==> config.mk <==
export PLATFORM = sky130hd
export DESIGN_NAME = cursor_nav_flat
export DESIGN_NICKNAME = d
export VERILOG_FILES = /design/src/rtl/cursor_nav_if.sv /design/src/rtl/cursor_nav.sv /design/src/flat_wrapper.sv
export SDC_FILE = /design/constraint.sdc
export NUM_CORES = 1
export LEC_CHECK = 0
export CORE_MARGIN = 3
export CORE_UTILIZATION = 50
export CTS_BUF_LIST = sky130_fd_sc_hd__clkbuf_8 sky130_fd_sc_hd__clkbuf_16
export DETAILED_ROUTE_END_ITERATION = 10
export HOLD_SLACK_MARGIN = 0.12
export PLACE_DENSITY_LB_ADDON = 0.15
export SETUP_SLACK_MARGIN = 0.5
export SYNTH_ARGS = -nofsm -noshare
export SYNTH_HDL_FRONTEND = slang
export SYNTH_SLANG_ARGS = --single-unit
==> constraint.sdc <==
create_clock -name clk_in -period 3.6 [get_ports clk_in]
set_clock_uncertainty 0.05 [all_clocks]
set_input_delay 0.9 -clock clk_in [delete_from_list [all_inputs] [get_ports clk_in]]
set_output_delay 0.9 -clock clk_in [all_outputs]
set_load 0.02 [all_outputs]
==> src/rtl/cursor_nav_if.sv <==
// Button, load and cursor signals between the board I/O side and cursor_nav.
// The master modport drives buttons and the load port; the slave modport is the cursor logic.
interface cursor_nav_if #(
  parameter int CW = 9,
  parameter int RW = 9
);
  logic [3:0]    btn_in;
  logic          load_in;
  logic [11:0]   load_x_in;
  logic [11:0]   load_y_in;
  logic [CW-1:0] cursor_x_out;
  logic [RW-1:0] cursor_y_out;
  logic          moved_out;
  logic [3:0]    held_out;

  modport master (
    output btn_in, load_in, load_x_in, load_y_in,
    input  cursor_x_out, cursor_y_out, moved_out, held_out
  );

  modport slave (
    input  btn_in, load_in, load_x_in, load_y_in,
    output cursor_x_out, cursor_y_out, moved_out, held_out
  );
endinterface

==> src/rtl/cursor_nav.sv <==
// Board cursor: per-button debounce and press-wait-repeat, then saturating/wrapping x/y stepping
// with an absolute load port. Optional acceleration is enabled by defining CURSOR_ACCEL_EN.
module cursor_nav #(
  parameter int LOG_DEBOUNCE_COUNT = 20,
  parameter int LOG_WAIT_COUNT     = 25,
  parameter int LOG_REPEAT_COUNT   = 22,
  parameter int BOARD_W            = 512,
  parameter int BOARD_H            = 512,
  parameter int WRAP               = 0
) (
  input logic         clk_in,
  input logic         rst_in,
  cursor_nav_if.slave bus
);
  localparam int CW   = $clog2(BOARD_W);
  localparam int RW   = $clog2(BOARD_H);
  localparam int CNTW = (LOG_WAIT_COUNT > LOG_REPEAT_COUNT) ? LOG_WAIT_COUNT : LOG_REPEAT_COUNT;

  localparam logic [LOG_DEBOUNCE_COUNT-1:0] DEB_MAX = '1;
  localparam logic [CNTW-1:0] WAIT_MAX = CNTW'((1 << LOG_WAIT_COUNT) - 1);
  localparam logic [CNTW-1:0] REP_MAX  = CNTW'((1 << LOG_REPEAT_COUNT) - 1);

  localparam logic [CW:0]   X_MAX   = (CW+1)'(BOARD_W - 1);
  localparam logic [CW:0]   X_DIM   = (CW+1)'(BOARD_W);
  localparam logic [RW:0]   Y_MAX   = (RW+1)'(BOARD_H - 1);
  localparam logic [RW:0]   Y_DIM   = (RW+1)'(BOARD_H);
  localparam logic [CW-1:0] X_RESET = CW'(BOARD_W / 2);
  localparam logic [RW-1:0] Y_RESET = RW'(BOARD_H / 2);

  typedef enum logic [1:0] {
    ST_IDLE,
    ST_WAIT,
    ST_REPEAT
  } state_t;

  logic [3:0] pulse;
  logic [3:0] fast;
  logic [3:0] held;

  for (genvar g = 0; g < 4; g++) begin : g_chan
    logic                          cand;
    logic                          level;
    logic [LOG_DEBOUNCE_COUNT-1:0] deb_cnt;
    state_t                        state;
    state_t                        state_next;
    logic [CNTW-1:0]               cnt;
    logic [CNTW-1:0]               cnt_next;
    logic                          pulse_q;
    logic                          pulse_next;

    // The clean level only follows a raw value that has stayed put for the whole window.
    always_ff @(posedge clk_in) begin
      if (rst_in) begin
        cand    <= 1'b0;
        level   <= 1'b0;
        deb_cnt <= '0;
      end else if (bus.btn_in[g] != cand) begin
        cand    <= bus.btn_in[g];
        deb_cnt <= '0;
      end else if (deb_cnt == DEB_MAX) begin
        level <= cand;
      end else begin
        deb_cnt <= deb_cnt + 1'b1;
      end
    end

    always_ff @(posedge clk_in) begin
      if (rst_in) begin
        state   <= ST_IDLE;
        cnt     <= '0;
        pulse_q <= 1'b0;
      end else begin
        state   <= state_next;
        cnt     <= cnt_next;
        pulse_q <= pulse_next;
      end
    end

    always_comb begin
      state_next = state;
      cnt_next   = cnt;
      pulse_next = 1'b0;
      if (!level) begin
        state_next = ST_IDLE;
        cnt_next   = '0;
      end else begin
        case (state)
          ST_IDLE: begin
            pulse_next = 1'b1;
            cnt_next   = '0;
            state_next = ST_WAIT;
          end
          ST_WAIT: begin
            if (cnt == WAIT_MAX) begin
              pulse_next = 1'b1;
              cnt_next   = '0;
              state_next = ST_REPEAT;
            end else begin
              cnt_next = cnt + 1'b1;
            end
          end
          ST_REPEAT: begin
            if (cnt == REP_MAX) begin
              pulse_next = 1'b1;
              cnt_next   = '0;
            end else begin
              cnt_next = cnt + 1'b1;
            end
          end
          default: begin
            state_next = ST_IDLE;
            cnt_next   = '0;
          end
        endcase
      end
    end

`ifdef CURSOR_ACCEL_EN
    logic [3:0] rep_cnt;
    logic [3:0] rep_next;
    logic       fast_q;
    logic       fast_next;

    // Only pulses emitted while already in REPEAT count; the 8th and later ones take a big step.
    always_comb begin
      rep_next  = rep_cnt;
      fast_next = 1'b0;
      if (state_next == ST_IDLE) begin
        rep_next = '0;
      end else if (state == ST_REPEAT && pulse_next) begin
        rep_next  = (rep_cnt == 4'd8) ? 4'd8 : rep_cnt + 4'd1;
        fast_next = (rep_next == 4'd8);
      end
    end

    always_ff @(posedge clk_in) begin
      if (rst_in) begin
        rep_cnt <= '0;
        fast_q  <= 1'b0;
      end else begin
        rep_cnt <= rep_next;
        fast_q  <= fast_next;
      end
    end

    assign fast[g] = fast_q;
`else
    assign fast[g] = 1'b0;
`endif

    assign pulse[g] = pulse_q;
    assign held[g]  = (state == ST_REPEAT);
  end

  logic [CW-1:0] cursor_x;
  logic [RW-1:0] cursor_y;
  logic          moved;
  logic [CW:0]   x_ext;
  logic [CW:0]   x_step;
  logic [CW:0]   x_calc;
  logic [RW:0]   y_ext;
  logic [RW:0]   y_step;
  logic [RW:0]   y_calc;

  // One extra bit of headroom keeps edge detection exact for non-power-of-2 boards.
  always_comb begin
    x_ext  = {1'b0, cursor_x};
    y_ext  = {1'b0, cursor_y};
    x_calc = x_ext;
    y_calc = y_ext;
    x_step = (CW+1)'(1);
    y_step = (RW+1)'(1);

    if (pulse[0] && !pulse[1]) begin
      x_step = fast[0] ? (CW+1)'(4) : (CW+1)'(1);
      x_calc = x_ext + x_step;
      if (x_calc > X_MAX) x_calc = (WRAP != 0) ? x_calc - X_DIM : X_MAX;
    end else if (pulse[1] && !pulse[0]) begin
      x_step = fast[1] ? (CW+1)'(4) : (CW+1)'(1);
      if (x_ext < x_step) x_calc = (WRAP != 0) ? x_ext + X_DIM - x_step : '0;
      else                x_calc = x_ext - x_step;
    end

    if (pulse[3] && !pulse[2]) begin
      y_step = fast[3] ? (RW+1)'(4) : (RW+1)'(1);
      y_calc = y_ext + y_step;
      if (y_calc > Y_MAX) y_calc = (WRAP != 0) ? y_calc - Y_DIM : Y_MAX;
    end else if (pulse[2] && !pulse[3]) begin
      y_step = fast[2] ? (RW+1)'(4) : (RW+1)'(1);
      if (y_ext < y_step) y_calc = (WRAP != 0) ? y_ext + Y_DIM - y_step : '0;
      else                y_calc = y_ext - y_step;
    end

    // An absolute load wins over any button step arriving in the same cycle.
    if (bus.load_in) begin
      if ({20'd0, bus.load_x_in} > 32'(BOARD_W - 1)) x_calc = X_MAX;
      else                                           x_calc = {1'b0, bus.load_x_in[CW-1:0]};
      if ({20'd0, bus.load_y_in} > 32'(BOARD_H - 1)) y_calc = Y_MAX;
      else                                           y_calc = {1'b0, bus.load_y_in[RW-1:0]};
    end
  end

  always_ff @(posedge clk_in) begin
    if (rst_in) begin
      cursor_x <= X_RESET;
      cursor_y <= Y_RESET;
      moved    <= 1'b0;
    end else begin
      cursor_x <= x_calc[CW-1:0];
      cursor_y <= y_calc[RW-1:0];
      moved    <= (x_calc[CW-1:0] != cursor_x) || (y_calc[RW-1:0] != cursor_y);
    end
  end

  assign bus.cursor_x_out = cursor_x;
  assign bus.cursor_y_out = cursor_y;
  assign bus.moved_out    = moved;
  assign bus.held_out     = held;
endmodule
==> src/flat_wrapper.sv <==
// flat-port wrapper written by rule: the top's interface ports become plain ports
module cursor_nav_flat 
#(
  parameter int LOG_DEBOUNCE_COUNT = 20,
  parameter int LOG_WAIT_COUNT     = 25,
  parameter int LOG_REPEAT_COUNT   = 22,
  parameter int BOARD_W            = 512,
  parameter int BOARD_H            = 512,
  parameter int WRAP               = 0
)
  (clk_in, rst_in, bus_btn_in, bus_load_in, bus_load_x_in, bus_load_y_in, bus_cursor_x_out, bus_cursor_y_out, bus_moved_out, bus_held_out);
  cursor_nav_if bus_i ();
  input logic clk_in;
  input logic rst_in;
  input wire logic [$bits(bus_i.btn_in)-1:0] bus_btn_in;
  input wire logic [$bits(bus_i.load_in)-1:0] bus_load_in;
  input wire logic [$bits(bus_i.load_x_in)-1:0] bus_load_x_in;
  input wire logic [$bits(bus_i.load_y_in)-1:0] bus_load_y_in;
  output wire logic [$bits(bus_i.cursor_x_out)-1:0] bus_cursor_x_out;
  output wire logic [$bits(bus_i.cursor_y_out)-1:0] bus_cursor_y_out;
  output wire logic [$bits(bus_i.moved_out)-1:0] bus_moved_out;
  output wire logic [$bits(bus_i.held_out)-1:0] bus_held_out;
  assign bus_i.btn_in = bus_btn_in;
  assign bus_i.load_in = bus_load_in;
  assign bus_i.load_x_in = bus_load_x_in;
  assign bus_i.load_y_in = bus_load_y_in;
  assign bus_cursor_x_out = bus_i.cursor_x_out;
  assign bus_cursor_y_out = bus_i.cursor_y_out;
  assign bus_moved_out = bus_i.moved_out;
  assign bus_held_out = bus_i.held_out;
  cursor_nav #(.LOG_DEBOUNCE_COUNT(LOG_DEBOUNCE_COUNT), .LOG_WAIT_COUNT(LOG_WAIT_COUNT), .LOG_REPEAT_COUNT(LOG_REPEAT_COUNT), .BOARD_W(BOARD_W), .BOARD_H(BOARD_H), .WRAP(WRAP)) u_core (.clk_in(clk_in), .rst_in(rst_in), .bus(bus_i));
endmodule
Word-level counts from Yosys, hierarchy flattened
Index checks and enable logic that the tools add are counted.
{"block": "classes", "eq_ne": 30, "n_bitwise": 12, "shifts": 0, "mux": 44, "reduce_logical": 29, "magnitude_cmp": 6, "n_div": 0, "multipliers": 0, "n_addsub": 12}
{"cell": "$mux W25", "count": 8}
{"cell": "$pmux W25 S2", "count": 4}
{"cell": "$mux W9", "count": 12}
{"cell": "$add A25 B1 Y25 const B", "count": 4}
{"cell": "$eq A25 B22 Y1 const B", "count": 4}
{"cell": "$eq A25 B25 Y1 const B", "count": 4}
{"cell": "$add A20 B1 Y20 const B", "count": 4}
{"cell": "$eq A20 B20 Y1 const B", "count": 4}
{"cell": "$gt A12 B9 Y1 const B", "count": 2}
{"cell": "$pmux W2 S3", "count": 4}
{"cell": "$add A9 B1 Y10 const B", "count": 2}
{"cell": "$gt A10 B9 Y1 const B", "count": 2}
{"cell": "$lt A9 B1 Y1 const B", "count": 2}
{"cell": "$ne A9 B9 Y1", "count": 2}
{"cell": "$sub A9 B1 Y9 const B", "count": 2}
{"cell": "$reduce_and A2 Y1", "count": 8}
{"cell": "$reduce_or A2 Y1", "count": 8}
{"cell": "$not A1 Y1", "count": 12}
{"cell": "$pmux W1 S3", "count": 4}
{"cell": "$eq A2 B1 Y1 const B", "count": 4}
{"cell": "$eq A2 B2 Y1 const B", "count": 4}
{"cell": "$logic_not A2 Y1", "count": 4}
{"cell": "$mux W1", "count": 8}
{"cell": "$mux W2", "count": 4}
{"cell": "other kinds (5)", "count": 17}
{"block": "word_totals", "rom_bits": 0, "latchBits": 0, "elab_cells": 160, "out_inout_bits": 23, "regBits": 219, "input_bits": 31, "mem_bits_rw": 0, "memories": 0}

Longest topological paths before layout
{"block": "logic_depth", "ltp_word": 7, "depth_mapped": 10, "depth_no_buf": 9}

Worst setup path before layout
OpenSTA, ideal clock, no wires.
{"block": "synth_path", "path_kind": "input port to flip-flop", "start": "input bus_load_x_in[11]", "end": "register u_core.moved, in the netlist u_core.bus.moved_out", "path_buffers": 1, "setup_time_ps": 139, "path_slack_ps": 780, "t_arrival_ps": 2632, "required_time_ps": 3411, "stages": 8, "cell_sequence": "or4b_1 buf_2 nor2_1 a211oi_1 a32o_1 a311o_1 nor4_1 a41oi_1"}
{"block": "synth_via", "elab_chain_cells": 5}
{"item": "from (decl)", "line_no": "flat_wrapper.sv:17", "source": "input wire logic [$bits(bus_i.load_x_in)-1:0] bus_load_x_in;"}
{"item": "$gt A12 B9 Y1", "line_no": "cursor_nav.sv:196", "source": "if ({20'd0, bus.load_x_in} > 32'(BOARD_W - 1)) x_calc = X_MAX;"}
{"item": "$mux W9", "line_no": "cursor_nav.sv:196"}
{"item": "$mux W9", "line_no": "cursor_nav.sv:195", "source": "if (bus.load_in) begin"}
{"item": "$ne A9 B9 Y1", "line_no": "cursor_nav.sv:211", "source": "moved <= (x_calc[CW-1:0] != cursor_x) || (y_calc[RW-1:0] != cursor_y);"}
{"item": "$logic_or A1 B1 Y1", "line_no": "cursor_nav.sv:211"}
{"item": "to (signal assigned)", "line_no": "cursor_nav.sv:211"}
{"item": "to (decl)", "line_no": "cursor_nav.sv:157", "source": "logic moved;"}
No other way between the ends.
A chain may end at the register's enable or synchronous reset.

Worst setup path in the final report
{"block": "layout_path", "start": "register u_core.cursor_y[0], in the netlist u_core.bus.cursor_y_out[0]", "end": "register u_core.moved, in the netlist u_core.bus.moved_out"}
{"block": "layout_via", "elab_chain_cells": 7, "elab_cells_between_ends": 11, "cone_classes": "2 x add/sub; 2 x order compare; 1 x eq/ne; 5 x mux; 1 x reduce/logical"}
{"item": "from (decl)", "line_no": "cursor_nav.sv:156", "source": "logic [RW-1:0] cursor_y;"}
{"item": "from (signal assigned)", "line_no": "cursor_nav.sv:210", "source": "cursor_y <= y_calc[RW-1:0];"}
{"item": "$add A9 B1 Y10 (tied with other cells)", "line_no": "cursor_nav.sv:186", "source": "y_calc = y_ext + y_step;"}
{"item": "$gt A10 B9 Y1 or $mux W9 (tied branches)", "line_no": "cursor_nav.sv:187, cursor_nav.sv:190"}
{"item": "$mux W9, on equally long branches", "line_no": "cursor_nav.sv:187, cursor_nav.sv:188"}
{"item": "$mux W9", "line_no": "cursor_nav.sv:184", "source": "if (pulse[3] && !pulse[2]) begin"}
{"item": "$mux W9", "line_no": "cursor_nav.sv:195"}
{"item": "$ne A9 B9 Y1 *", "line_no": "cursor_nav.sv:211"}
{"item": "$logic_or A1 B1 Y1 *", "line_no": "cursor_nav.sv:211"}
Mark *: on every way between the ends. The rest lies on a longest branch, timed or not.

==> flow_summary.json <==
{
  "grt_pass1_vias": 8914,
  "slew_headroom_pct": 45.1,
  "wl_mm": 24.6,
  "worstMarginPinSlew_ps": 824,
  "power.share.sequential_pct": 45.1,
  "rr_worst_depth": 9,
  "ios": 54,
  "postSynth.asyncResetShare_pct": 0,
  "detail_route.wl_per_cell_um": 14.4,
  "start_util_pct": 51.2,
  "max_freq_ghz": 0.340,
  "hold_slack_ps": 400,
  "cp_cell_sequence": "inv_1 > ha_1 > nor2b_1 > nand4b_1 > mux2_2 > a32o_1 > a2111o_1 > nor4_1 > a41oi_1",
  "n_antenna_cell": 0,
  "fp-row-count": 54,
  "die_y_um": 156,
  "place.gp.congestion": 0.938,
  "hold_viol": 0,
  "ir_worst_vdd_mv": 0.349,
  "grtUsageMet1_pct": 27.3,
  "worst_setup_path_start_kind": "register",
  "p_int_uw": 4270,
  "cts_hold_buf": 0,
  "hp-class": "register to register",
  "syn_inst": 1353,
  "syn_area_per_cell_um2": 8.30,
  "area_growth_pct": 15.4,
  "final_common_cell": "nor2_1",
  "grt_max_degree": 26,
  "portBuffers": 53,
  "yosys_warnings": 0,
  "dr.pass1.iters": 7,
  "yosysSeqAreaShare_pct": 39.0,
  "htree_levels": 1,
  "clkPwrFrac_pct": 49.2,
  "die_x_um": 156,
  "die-area_um2": 24300,
  "min_period_ps": 2940,
  "final_core_util_pct": 59.0,
  "power_switching_uw": 1260,
  "switching_share_pct": 22.7,
  "grt.total_usage_pct": 19.9,
  "clock_path_buffers": 3,
  "cap_violations": 0,
  "crit_cells": 9,
  "cts_buffers": 26,
  "synth_area_leader_cell": "dfxtp_1",
  "setup_slack_ps": 661,
  "yosysTopAreaCellShare_pct": 39.0,
  "synthesis.nets": 1412,
  "grt_use_met2_pct": 32.9,
  "worst-setup-path-type": "register to register",
  "clock-sinks": 219,
  "clk_pin_slew_ps": 60,
  "setup_viol": 0,
  "drtAntennaViolNets": 0,
  "crit_fanout": 7,
  "cp_num_buf_inv": 1,
  "grt_remaining_overflow": 0,
  "dp_hpwl_mm": 16.9,
  "r2r_slack_ps": 660,
  "busiest_layer": "met2",
  "pwr-share-comb_pct": 5.7,
  "power_leakage_uw": 0.00455,
  "postCtsSetupRepairBufs": 0,
  "cp.required_ps": 3950,
  "nets": 1460,
  "netlist_area_um2": 11200,
  "worst_setup_path_end_kind": "register",
  "drive_gt1_share_pct": 6.47,
  "synth-edff-count": 0,
  "p_per_area_nw_per_um2": 427,
  "ctsResizeCount": 0,
  "layout_common_cells": "nor2_1, dfxtp_1, xor2_1",
  "clock_latency_ps": 540,
  "synth_area_leaders": "dfxtp_1, nor2_1, xor2_1, xnor2_1, nand4_1",
  "status": "completed",
  "antenna_found_initial": 0,
  "worst_path_max_delay_cell": "dfxtp_1",
  "slew_viol_final": 0,
  "grt_pass1_wl_mm": 41.8,
  "yosysUniqueCellTypes": 80,
  "period_share_pct": 81.6,
  "cts_root_buf": "clkbuf_16",
  "tns_ps": 0,
  "ys_dominant_reg_cell": "dfxtp_1",
  "cts_tree": "yes",
  "cp.arrival_ps": 3280,
  "holdPathStages": 1,
  "initialDrtViolationCount": 576,
  "layoutNonFillerInstCount": 1701,
  "drcViolationCount": 0,
  "ys_seq_elements": 219,
  "dp.cells": 1653,
  "detail_route.vias_per_cell": 5.55,
  "grtUsageMet3_pct": 2.88,
  "dp_slack_ps": 179,
  "rsz0062_at_grt": "no",
  "crit_family": "simple AND/OR/NAND/NOR gates",
  "route.vias.total": 9447,
  "coreArea_um2": 22000,
  "critPathMaxStageDelay_ps": 420
}
path summary, 6_finish.rpt:
path / startpoint / to
setup reg to reg: u_core.bus.cursor_y_out[0] / u_core.bus.moved_out
hold / removal: u_core.g_chan[2].cnt[0] / u_core.g_chan[2].cnt[0]
hold reg to reg: u_core.g_chan[2].cnt[0] / u_core.g_chan[2].cnt[0]
setup / recovery: u_core.bus.cursor_y_out[0] / u_core.bus.moved_out
flip-flops by register name, indices dropped and copies added (netlist names):
name / flops
u_core.g_chan.cnt: 100
u_core.g_chan.deb_cnt: 80
u_core.bus.cursor_x_out: 9
u_core.bus.cursor_y_out: 9
u_core.g_chan.state: 8
u_core.g_chan.cand: 4
u_core.g_chan.level: 4
u_core.g_chan.pulse_q: 4
u_core.bus.moved_out: 1
through the flow:
| stage | power [uW] | instance area, um2 |
|---|---|---|
| 3_3_place_gp | 2860 | 12000 |
| 4_1_cts | 5600 | 13000 |
| 3_5_place_dp | 2860 | 12000 |
| 2_1_floorplan | 2730 | 11200 |
| 6_report | 5530 | 13000 |
| 5_1_grt | 5740 | 13000 |
Yosys cell counts (5+ instances only):
master and number:
nor4_1 11, a221oi_1 6, o21ai_0 36, and2_1 17
and4_1 18, o22ai_1 7, nor3_1 36, nor4b_1 5
nand3_1 72, a211oi_1 11, a311oi_1 6, xor2_1 93
nand2b_1 13, a31oi_1 9, nor2b_1 15, or3_1 11
o32ai_1 5, nand4b_1 7, mux2i_1 8, buf_2 13
and3_1 34, clkbuf_1 37, nor2_1 239, nand2_1 78
inv_1 46, dfxtp_1 219, nand4_1 58, a22o_1 6
a21oi_1 54, ha_1 28, xnor2_1 67
cell type report:
cell class / count / area, um2
inverters: 46 / 173
well taps: 280 / 350
multi-input cells: 1034 / 6440
fillers: 1935 / 9000
clock inverters: 15 / 179
clock buffers: 33 / 747
flip-flops and latches: 219 / 4380
repair buffers: 74 / 688
per-layer routing:
layer  vias to the layer above  wire length (um)
met4                         0               625
li1                       4850                 -
met1                      4311             11600
met5                         -                 0
met3                        52              1340
met2                       234             11000
power groups by stage:
stage	logic (uW)	registers (uW)	clock network (uW)
after floorplan	185	2540	0
after global placement	311	2550	0
after detailed placement	309	2550	0
after CTS	311	2490	2800
after global routing	340	2500	2900
final	313	2500	2720
kinds of logic after synthesis:
family | after synthesis | synth area share (%)
simple gates | 650 | 29.6
flops | 219 | 39.0
compound gates | 185 | 11.1
xor+xnor | 160 | 12.5
buf+inv | 100 | 3.65
fa+ha+maj | 29 | 3.21
mux | 10 | 0.913
Note: power is estimated with default switching activity, not from simulation.
